## src/rtl/hazard_stall_unit.sv

```systemverilog
// Pipeline hazard control: load-use stalls, branch and jump flushes, and memory-wait freeze
// with timeout detection. It also keeps saturating stall and flush statistics.
module hazard_stall_unit #(
  parameter int CNT_W       = 16,
  parameter int MEM_TIMEOUT = 255
) (
  input  logic             clk,
  input  logic             reset,
  input  logic [4:0]       rs_decode,
  input  logic [4:0]       rt_decode,
  input  logic             uses_rt_decode,
  input  logic [4:0]       rt_execute,
  input  logic             mem_read_execute,
  input  logic             jump_decode,
  input  logic             branch_taken_execute,
  input  logic             mem_req,
  input  logic             mem_ready,
  output logic             pc_write,
  output logic             ifid_write,
  output logic             pipe_freeze,
  output logic             idex_bubble,
  output logic             ifid_flush,
  output logic             idex_flush,
  output logic             mem_timeout,
  output logic [CNT_W-1:0] stall_count,
  output logic [CNT_W-1:0] flush_count
);

  localparam int WAIT_W = (MEM_TIMEOUT < 2) ? 1 : $clog2(MEM_TIMEOUT + 1);

  typedef enum logic {
    RUN      = 1'b0,
    MEM_WAIT = 1'b1
  } state_e;

  state_e            state_q, state_d;
  logic [WAIT_W-1:0] wait_q, wait_d, wait_inc;
  logic              timeout_q, timeout_d;
  logic [CNT_W-1:0]  stall_q, stall_d;
  logic [CNT_W-1:0]  flush_q, flush_d;
  logic              load_use;
  logic              mem_freeze;

  // Register 0 is hardwired, so a load targeting it can never create a dependency.
  assign load_use = mem_read_execute && (rt_execute != 5'd0) &&
                    ((rt_execute == rs_decode) ||
                     (uses_rt_decode && (rt_execute == rt_decode)));

  assign wait_inc = wait_q + WAIT_W'(1);

  // NOTE: every signal written here gets a default first, so no path can infer a latch.
  always_comb begin : next_state
    state_d    = state_q;
    wait_d     = wait_q;
    timeout_d  = timeout_q;
    mem_freeze = 1'b0;
    case (state_q)
      RUN: begin
        if (mem_req && !mem_ready) begin
          mem_freeze = 1'b1;
          state_d    = MEM_WAIT;
          wait_d     = '0;
        end
      end
      MEM_WAIT: begin
        if (mem_ready) begin
          state_d = RUN;
        end else begin
          mem_freeze = 1'b1;
          if (wait_inc == WAIT_W'(MEM_TIMEOUT)) begin
            timeout_d = 1'b1;
            wait_d    = '0;
            state_d   = RUN;
          end else begin
            wait_d = wait_inc;
          end
        end
      end
      default: state_d = RUN;
    endcase
  end

  // Reset overrides the controls combinationally, so the pipe is held and flushed while it is low.
  always_comb begin : ctl_outputs
    pc_write    = 1'b1;
    ifid_write  = 1'b1;
    pipe_freeze = 1'b0;
    idex_bubble = 1'b0;
    ifid_flush  = 1'b0;
    idex_flush  = 1'b0;
    if (!reset) begin
      pc_write    = 1'b0;
      ifid_write  = 1'b0;
      pipe_freeze = 1'b1;
      ifid_flush  = 1'b1;
      idex_flush  = 1'b1;
    end else if (mem_freeze) begin
      pc_write    = 1'b0;
      ifid_write  = 1'b0;
      pipe_freeze = 1'b1;
    end else if (branch_taken_execute) begin
      ifid_flush = 1'b1;
      idex_flush = 1'b1;
    end else if (load_use) begin
      pc_write    = 1'b0;
      ifid_write  = 1'b0;
      idex_bubble = 1'b1;
    end else if (jump_decode) begin
      ifid_flush = 1'b1;
    end
  end

  always_comb begin : stats_next
    stall_d = stall_q;
    flush_d = flush_q;
    if (idex_bubble && (stall_q != '1)) stall_d = stall_q + CNT_W'(1);
    if ((ifid_flush || idex_flush) && (flush_q != '1)) flush_d = flush_q + CNT_W'(1);
  end

  // NOTE: sequential state uses non-blocking assignments so all registers update together.
  always_ff @(posedge clk or negedge reset) begin
    if (!reset) begin
      state_q   <= RUN;
      wait_q    <= '0;
      timeout_q <= 1'b0;
      stall_q   <= '0;
      flush_q   <= '0;
    end else begin
      state_q   <= state_d;
      wait_q    <= wait_d;
      timeout_q <= timeout_d;
      stall_q   <= stall_d;
      flush_q   <= flush_d;
    end
  end

  assign mem_timeout = timeout_q;
  assign stall_count = stall_q;
  assign flush_count = flush_q;

endmodule

```

## config.mk

```make
export PLATFORM = sky130hd
export DESIGN_NAME = hazard_stall_unit
export DESIGN_NICKNAME = d
export VERILOG_FILES = /design/src/rtl/hazard_stall_unit.sv
export SDC_FILE = /design/constraint.sdc
export NUM_CORES = 1
export LEC_CHECK = 0
export ABC_CLOCK_PERIOD_IN_PS = 1900
export CORE_MARGIN = 1
export CORE_UTILIZATION = 35
export CTS_CLUSTER_SIZE = 14
export DETAILED_ROUTE_END_ITERATION = 12
export GPL_TIMING_DRIVEN = 0
export PLACE_DENSITY = 0.63
export SETUP_SLACK_MARGIN = 0.15
export SLEW_MARGIN = 5
export SYNTH_ARGS = -nofsm -noshare
export SYNTH_HDL_FRONTEND = slang
export SYNTH_SLANG_ARGS = --single-unit
```

## constraint.sdc

```tcl
create_clock -name clk -period 1.9 [get_ports clk]
set_clock_uncertainty 0.1 [all_clocks]
set_input_delay 0.19 -clock clk [delete_from_list [all_inputs] [get_ports clk]]
set_output_delay 0.19 -clock clk [all_outputs]
set_load 0.02 [all_outputs]
```

# Yosys cells after proc, flatten, opt, wreduce, memory -nomap -nowiden
# Index checks and enable logic that the tools add are counted.
[totals] regBits=42 in_bits=23 output_inout_bits=39 elab_cells=57
[op_classes] add_sub_neg=3 eq_ne=7 muxes=28 n_bitwise=2 n_reduce_logical=12
[op_table] op="$add A16 B1 Y16 const B" n=2
[op_table] op="$ne A16 B16 Y1 const B" n=2
[op_table] op="$mux W8" n=3
[op_table] op="$mux W1" n=22
[op_table] op="$pmux W8 S2" n=1
[op_table] op="$eq A5 B5 Y1" n=2
[op_table] op="$add A8 B1 Y8 const B" n=1
[op_table] op="$eq A8 B8 Y1 const B" n=1
[op_table] op="$logic_and A1 B1 Y1" n=6
[op_table] op="$reduce_bool A5 Y1" n=1
[op_table] op="$ne A2 B2 Y1 const B" n=2
[op_table] op="$pmux W1 S2" n=2
[op_table] op="$reduce_and A3 Y1" n=1
[op_table] op="$logic_or A1 B1 Y1" n=2
[op_table] op="$not A1 Y1" n=2
[op_table] op="$reduce_and A2 Y1" n=1
[op_table] op="$logic_not A1 Y1" n=1

# Longest topological paths before layout
# Gate-level depths: netlist of run 1.
[logic_depth] word_depth=10 depth_mapped=8 mapped_depth_nobuf=7

# Worst setup path before layout of run 1
# OpenSTA, ideal clock, no wires.
[synth_timing] path_type="register to register" start="register stall_q[0] (netlist: stall_count[0])" end="register stall_q[3] (netlist: stall_count[3])" setup_time_ns=0.135 t_arrival_ns=1.805 required_ns=1.665 setup_slack_ns=-0.140 path_stages_with_launch=9 path_buffers=1 synth_period_minus_slack_ns=2.040 path_cell_list="dfrtp_1 > ha_1 > nand2_1 > nor2_1 > a31oi_1 > nand3_1 > clkbuf_1 > nor2_1 > xor2_1"
[synth_between] elab_chain_len=2 word_cells_on_any_way=3 cone_classes="add/sub: 1; eq/ne: 1; reduce/logical: 1"
[synth_lines] element="start, declared" line_no="39" rtl="logic [CNT_W-1:0] stall_q, stall_d;"
[synth_lines] element="start signal, assigned" line_no="132" rtl="stall_q <= stall_d;"
[synth_lines] element="branches (longest 2 deep; another with $add A16 B1 Y16)"
# Several ways; the timed one is not identified.
# A chain may end at the register's enable or synchronous reset.

# Final worst setup path of run 1
[layout_timing] start="register state_q" end="output port ifid_flush"
[layout_between] elab_chain_len=4
[layout_lines] element="start, declared" line_no="36" rtl="state_e state_q, state_d;"
[layout_lines] element="start signal, assigned" line_no="129" rtl="state_q <= state_d;"
[layout_lines] element="$not A1 Y1"
[layout_lines] element="$pmux W1 S2 *" line_no="57" rtl="case (state_q)"
[layout_lines] element="$mux W1 *" line_no="97" rtl="end else if (mem_freeze) begin"
[layout_lines] element="$mux W1 *" line_no="91" rtl="if (!reset) begin"
[layout_lines] element="end, declared" line_no="22" rtl="output logic ifid_flush,"
# Every way passes the cells marked *; elsewhere a longest branch is shown, timed or not.

==> impl_metrics.json, run 1 <==
{
  "run_status": "finished, violations left",
  "failed_checks": "negative setup slack",
  "die_area_sq_um": 7002,
  "dp_slack_ps": -973.3,
  "globalRouteOverflowTotal": 0,
  "synth.lib_cells_used.distinct": 42,
  "power.density_cell_area_nw_per_um2": 834.8,
  "place.detailed.hpwl_mm": 3.906,
  "setup_viol": 2,
  "synth.yosys.seq_area_share": 0.4502,
  "post_layout_nonfiller_instances": 445,
  "synthToLayoutAreaGrowth_pct": 89.01,
  "maximum_vdd_ir_drop_v": 0.0007465,
  "power_leakage_nw": 1.919,
  "stdcell_area_sq_um": 4413,
  "post_drt_wl_per_cell_microns": 15.72,
  "hold_path_class": "input port to async pin",
  "totalWireLength_mm": 6.994,
  "power.share.sequential": 0.366,
  "clkPwrFrac": 0.159,
  "grt_first_pass_wirelength_mm": 11.04,
  "syn_area_sq_um": 2335,
  "hold_violations": 0,
  "fin_total_pwr_mw": 3.684,
  "synth_edf_count": 0,
  "post-route-period-util": 1.030,
  "synth_register_bits": 42,
  "synth_top_area_cell": "dfrtp_1",
  "synth_area_per_cell_sq_um": 10.02,
  "timing.critical_path.mode_cell": "buf_6",
  "tns_ps": -80.61,
  "gp_congestion": 0.7352,
  "finish.net_count": 394,
  "detail_route.first_pass.iterations": 4,
  "clock_sink_count": 42,
  "grt_max_degree": 30,
  "cts_tree": "done",
  "fmax_ghz": 0.5108,
  "dr_total_vias": 2268,
  "cts-root-buf": "clkbuf_8",
  "numPlacedInstances": 372,
  "core-area_sq_um": 6386,
  "synthesis.nets": 260,
  "worstPathArrival_ps": 1670,
  "number_of_antenna_violations_at_the_first_check_in_global_routing": 0,
  "synthDominantCellAreaShare": 0.4502,
  "worstPathRequired_ps": 1610,
  "yosysMostFrequentCell": "dfrtp_1",
  "crit_path_start_kind": "register",
  "maximum_level_of_the_cts_h_tree": 2,
  "insertion_delay_ps": 300,
  "final-max-slew-violation-count": 0,
  "synthesis.yosys.warnings": 0,
  "drt-initial-drc-count": 69,
  "hold_slack_ps": 379.7,
  "dominantRegCellSynth": "dfrtp_1",
  "crit_slowest_cell": "dfrtp_1",
  "setup.worst_path.class": "register to output port",
  "filler_cell_count": 472,
  "antenna_cells_inserted": 0,
  "fp.dieW_microns": 83.68,
  "pin_count": 62,
  "worstPathCellList": "o21bai_2, o21ai_1, and2_1, a31o_1, buf_6, buf_12, clkinv_4, buf_6",
  "fp-row-count": 29,
  "cts.path.max_buffers": 2,
  "vias_per_cell": 5.097,
  "gr-usage-all-layers": 0.1967,
  "ant_nets": 0,
  "placedInstanceArea_sq_um": 3253,
  "cell_internal_pwr_mw": 2.263,
  "first_global_vias": 2209,
  "grt_setup_unrepaired": "true",
  "cts_made_buffers": 5,
  "synth_top_cells_by_area": "dfrtp_1 (45%), xor2_1 (11%), nand2_1 (5.8%)",
  "initial_utilization": 0.3656,
  "worst-path-max-fanout": 3,
  "buffer_ports.inserted": 61,
  "drive_above_1_share": 0.4946,
  "async_reset_ff_frac": 1.000,
  "postLayoutCoreUtil": 0.6910,
  "chipHeight_microns": 83.68,
  "endpoint_kind": "output port",
  "timing.max_slew.rel_slack": 0.5851,
  "worstMarginPinSlew_ps": 620.3,
  "critical_path_buf_inv_count": 4,
  "comb_power_share": 0.475,
  "final_critical_period_ps": 1958,
  "cts_clk_pin_slew_worst_paths_ps": 80,
  "crit_path_max_incr_delay_ps": 410,
  "net-switching-power_mw": 1.421,
  "critical-path-top-delay-family": "compound AO/OA/AOI/OAI gates",
  "synth_top_cells_by_count": "dfrtp_1 (42), nand2_1 (36), xor2_1 (28)",
  "count_of_maximum_capacitance_violations": 0,
  "synthesis.instances": 233,
  "power_switching_share": 0.3856,
  "post-route-drc-count": 0,
  "layout_setup_ws_ps": -57.85
}
[kinds of logic after synthesis]
family	share of synthesized area
buffers and inverters	0.03591
adders and majority gates	0.02144
DFF	0.4502
AOI/OAI and AO/OA	0.07288
and+or+nand+nor	0.2519
muxes	0.01393
xor gates and xnor gates	0.1538
[worst reg2reg max path, delay by kind of cell, from the launching register on]
kind / cells / cell delay [ps]
buf+inv: 4 / 510
compound gates: 3 / 440
flops: 1 / 410
simple gates: 2 / 240
xor+xnor: 1 / 160
[flip-flops by register name (all words and copies together), names as in the netlist]
register	flops
wait_q	8
mem_timeout	1
flush_count	16
state_q	1
stall_count	16
[per-layer routing]
metal / GRT usage / share of wire / wire length (microns)
met1: 0.2649 / 0.44 / 3065
met4: 0.04622 / 0.0093 / 65
met2: 0.3252 / 0.51 / 3569
met5: 0 / 0 / 0
met3: 0.04055 / 0.042 / 294
[cell usage in the layout, fill, tap and decap left out, drive strengths merged, types with 8 or more instances in the layout]
| cell type | count |
|---|---|
| xor2 | 28 |
| buf | 77 |
| dfrtp | 42 |
| nand2 | 36 |
| nand3 | 11 |
| nor3 | 10 |
| nand4 | 8 |
| xnor2 | 13 |
| nor2 | 18 |
| clkbuf | 10 |
| dlygate4sd2 | 10 |
| clkdlybuf4s50 | 36 |
[what timing repair did]
action,4_1_cts,5_1_grt
endpoints found under the setup margin,47,50
endpoints found under the hold margin,13,0
pin swaps,62,38
cloned,4,0
setup buffers,37,20
resized for setup,124,58
hold buffers,4,0
[power groups by stage]
stage	combinational, mW	sequential, mW	clock (mW)
after global routing	1.87	1.38	0.643
after global placement	1.14	1.33	0
after floorplan	0.462	1.50	0
final	1.75	1.35	0.585
after detailed placement	1.16	1.33	0
after CTS	1.58	1.34	0.592
[cell type report]
type	count	area, sq um	share of cell area
clock buffers	6	72.57	0.01644
clock inverters	2	10.01	0.002268
multi-input cells	179	1784	0.4043
plain buffers	6	97.59	0.02212
flip-flops and latches	42	1069	0.2421
repair buffers	126	1252	0.2838
inverters	7	31.28	0.007088
well taps	77	96.34	0.02183
[worst paths after layout]
check,from,to,slack [ps],cells after the start
worst max-delay path,state_q,ifid_flush,-60,8
worst min-delay path,reset,flush_count[4],380,2
worst max register to register,state_q,flush_count[8],-20,10
worst min register to register,mem_timeout,mem_timeout,390,1
max in group asynchronous,reset,flush_count[7],880,2
min in group clk,reset,stall_count[12],390,5
No activity file was read; power rests on OpenSTA's default activity.
==> run 2, diff against run 1 <==
--- a/config.mk
+++ b/config.mk
@@ -11,6 +11,7 @@
 export CTS_CLUSTER_SIZE = 14
 export DETAILED_ROUTE_END_ITERATION = 12
 export GPL_TIMING_DRIVEN = 0
+export HOLD_SLACK_MARGIN = 0.12
 export PLACE_DENSITY = 0.63
 export SETUP_SLACK_MARGIN = 0.15
 export SLEW_MARGIN = 5
==> run 2 against run 1 <==
Compared with the run above:
- the flow still finishes with violations (negative setup slack)
- register-to-register slack about the same
- global-route usage decreased by 0.37 points
- flip-flop and latch count unchanged
- sequential power about the same
- core utilization decreased by 0.63 points
- clock power about the same
- count of clock-buffer cells in the layout unchanged
- critical path type unchanged
- highest routed layer unchanged
==> impl_metrics.json, run 2 (synthesized netlist as in run 1, its figures left out) <==
{
  "dr_total_vias": 2221,
  "buffer_ports.inserted": 61,
  "net-switching-power_mw": 1.402,
  "clock_sink_count": 42,
  "post_layout_nonfiller_instances": 444,
  "power.density_cell_area_nw_per_um2": 830.3,
  "comb_power_share": 0.466,
  "run_status": "finished, violations left",
  "insertion_delay_ps": 300,
  "place.detailed.hpwl_mm": 3.906,
  "ant_nets": 0,
  "pin_count": 62,
  "cell_internal_pwr_mw": 2.229,
  "antenna_cells_inserted": 0,
  "layout_common_cells": "buf_4 (44), clkdlybuf4s50_1 (35), nand2_1 (29), dfrtp_1 (29), xor2_1 (25)",
  "failed_checks": "negative setup slack",
  "post-route-drc-count": 0,
  "worstMarginPinSlew_ps": 649.5,
  "grt_max_degree": 30,
  "initial_utilization": 0.3656,
  "fp.dieW_microns": 83.68,
  "cts_clk_pin_slew_worst_paths_ps": 80,
  "hold_slack_ps": 376.4,
  "post_drt_wl_per_cell_microns": 15.33,
  "hold_path_class": "input port to register",
  "maximum_vdd_ir_drop_v": 0.0008666,
  "count_of_maximum_capacitance_violations": 0,
  "detail_route.first_pass.iterations": 4,
  "setup_viol": 2,
  "crit_path_max_incr_delay_ps": 410,
  "power_leakage_nw": 1.910,
  "post-route-period-util": 1.025,
  "dp_slack_ps": -973.3,
  "clkPwrFrac": 0.161,
  "cts-root-buf": "clkbuf_8",
  "number_of_antenna_violations_at_the_first_check_in_global_routing": 0,
  "fmax_ghz": 0.5133,
  "finish.net_count": 393,
  "stdcell_area_sq_um": 4373,
  "gr-usage-all-layers": 0.1930,
  "fp-row-count": 29,
  "worstPathArrival_ps": 1660,
  "layout_setup_ws_ps": -48.26,
  "power_switching_share": 0.3862,
  "first_global_vias": 2182,
  "timing.max_slew.rel_slack": 0.5656,
  "worst-r2r-cell-count": 10,
  "core-area_sq_um": 6386,
  "power.share.sequential": 0.373,
  "cts_tree": "done",
  "placedInstanceArea_sq_um": 3253,
  "worstHoldPathCells": 5,
  "cts.path.max_buffers": 2,
  "cts_made_buffers": 5,
  "grt_setup_unrepaired": "true",
  "crit_slowest_cell": "dfrtp_1",
  "endpoint_kind": "output port",
  "grt_first_pass_wirelength_mm": 10.86,
  "final-max-slew-violation-count": 0,
  "crit_path_start_kind": "register",
  "setup.worst_path.class": "register to output port",
  "globalRouteOverflowTotal": 0,
  "timing.reg2reg.setup_slack_ps": -10,
  "most_common_library_cell_in_the_layout_ignoring_fill_and_taps": "buf_4",
  "synthToLayoutAreaGrowth_pct": 87.30,
  "worstPathRequired_ps": 1610,
  "drt-initial-drc-count": 70,
  "maximum_level_of_the_cts_h_tree": 2,
  "numPlacedInstances": 372,
  "timing.critical_path.mode_cell": "buf_6",
  "vias_per_cell": 5.002,
  "hold_violations": 0,
  "chipHeight_microns": 83.68,
  "drive_above_1_share": 0.4850,
  "worst-path-max-fanout": 3,
  "worstPathCellList": "o21bai_2, o21ai_1, and2_1, a31o_1, buf_6, buf_12, clkinv_4, buf_6",
  "die_area_sq_um": 7002,
  "final_critical_period_ps": 1948,
  "totalWireLength_mm": 6.807,
  "gp_congestion": 0.7352
}
-- run 2: cell type report --
cell class / count / area, sq um
fill: 463 / 2013
multi-input combinational: 179 / 1772
timing repair buffer: 125 / 1226
sequential: 42 / 1067
buffer: 6 / 97.59
tap: 77 / 96.34
clock buffer: 6 / 72.57
inverter: 7 / 31.28
clock inverter: 2 / 10.01
-- run 2: worst paths after layout --
| check | from | end |
|---|---|---|
| max in group asynchronous | reset | wait_q[2] |
| min reg2reg | stall_count[10] | stall_count[10] |
| min in group asynchronous | reset | flush_count[4] |
| max reg2reg | state_q | flush_count[8] |
| min | reset | stall_count[12] |
| max | state_q | ifid_flush |
-- run 2: repair_timing --
item,in CTS,in global routing
cloned,4,0
setup buffers,37,20
gates resized for setup,124,54
endpoints found under the setup margin,47,50
pin swaps,62,36
hold buffers,1,2
endpoints found under the hold margin,42,13
-- run 2: worst max-delay path: cells and delay by family (launching register included) --
family / cells / cell delay (ps)
flops: 1 / 410
buf+inv: 4 / 380
compound gates: 3 / 440
simple gates: 1 / 130
-- run 2: routing by layer --
metal | vias up | track usage | wire (microns)
met1 | 1090 | 0.2614 | 3069
met3 | 6 | 0.04055 | 281
met5 | - | 0 | 0
met4 | 0 | 0.04622 | 61
li1 | 1069 | - | -
met2 | 56 | 0.3163 | 3395
-- run 2: metrics by stage --
step                      total power, mW    util  TNS (ps)
after CTS                           3.503  0.6272    -71.75
after floorplan                     1.960       -         0
after global placement              2.473  0.5071   -100230
final                               3.631  0.6848    -63.07
after detailed placement            2.497  0.5094    -19850
after global routing                3.826  0.6848    -828.0
-- run 2: power groups by stage --
stage	logic, mW	clock network (mW)	registers [mW]
detailed placement	1.16	0	1.33
finish	1.69	0.586	1.35
CTS	1.57	0.592	1.34
global route	1.81	0.639	1.38
floorplan	0.462	0	1.50
global placement	1.14	0	1.33
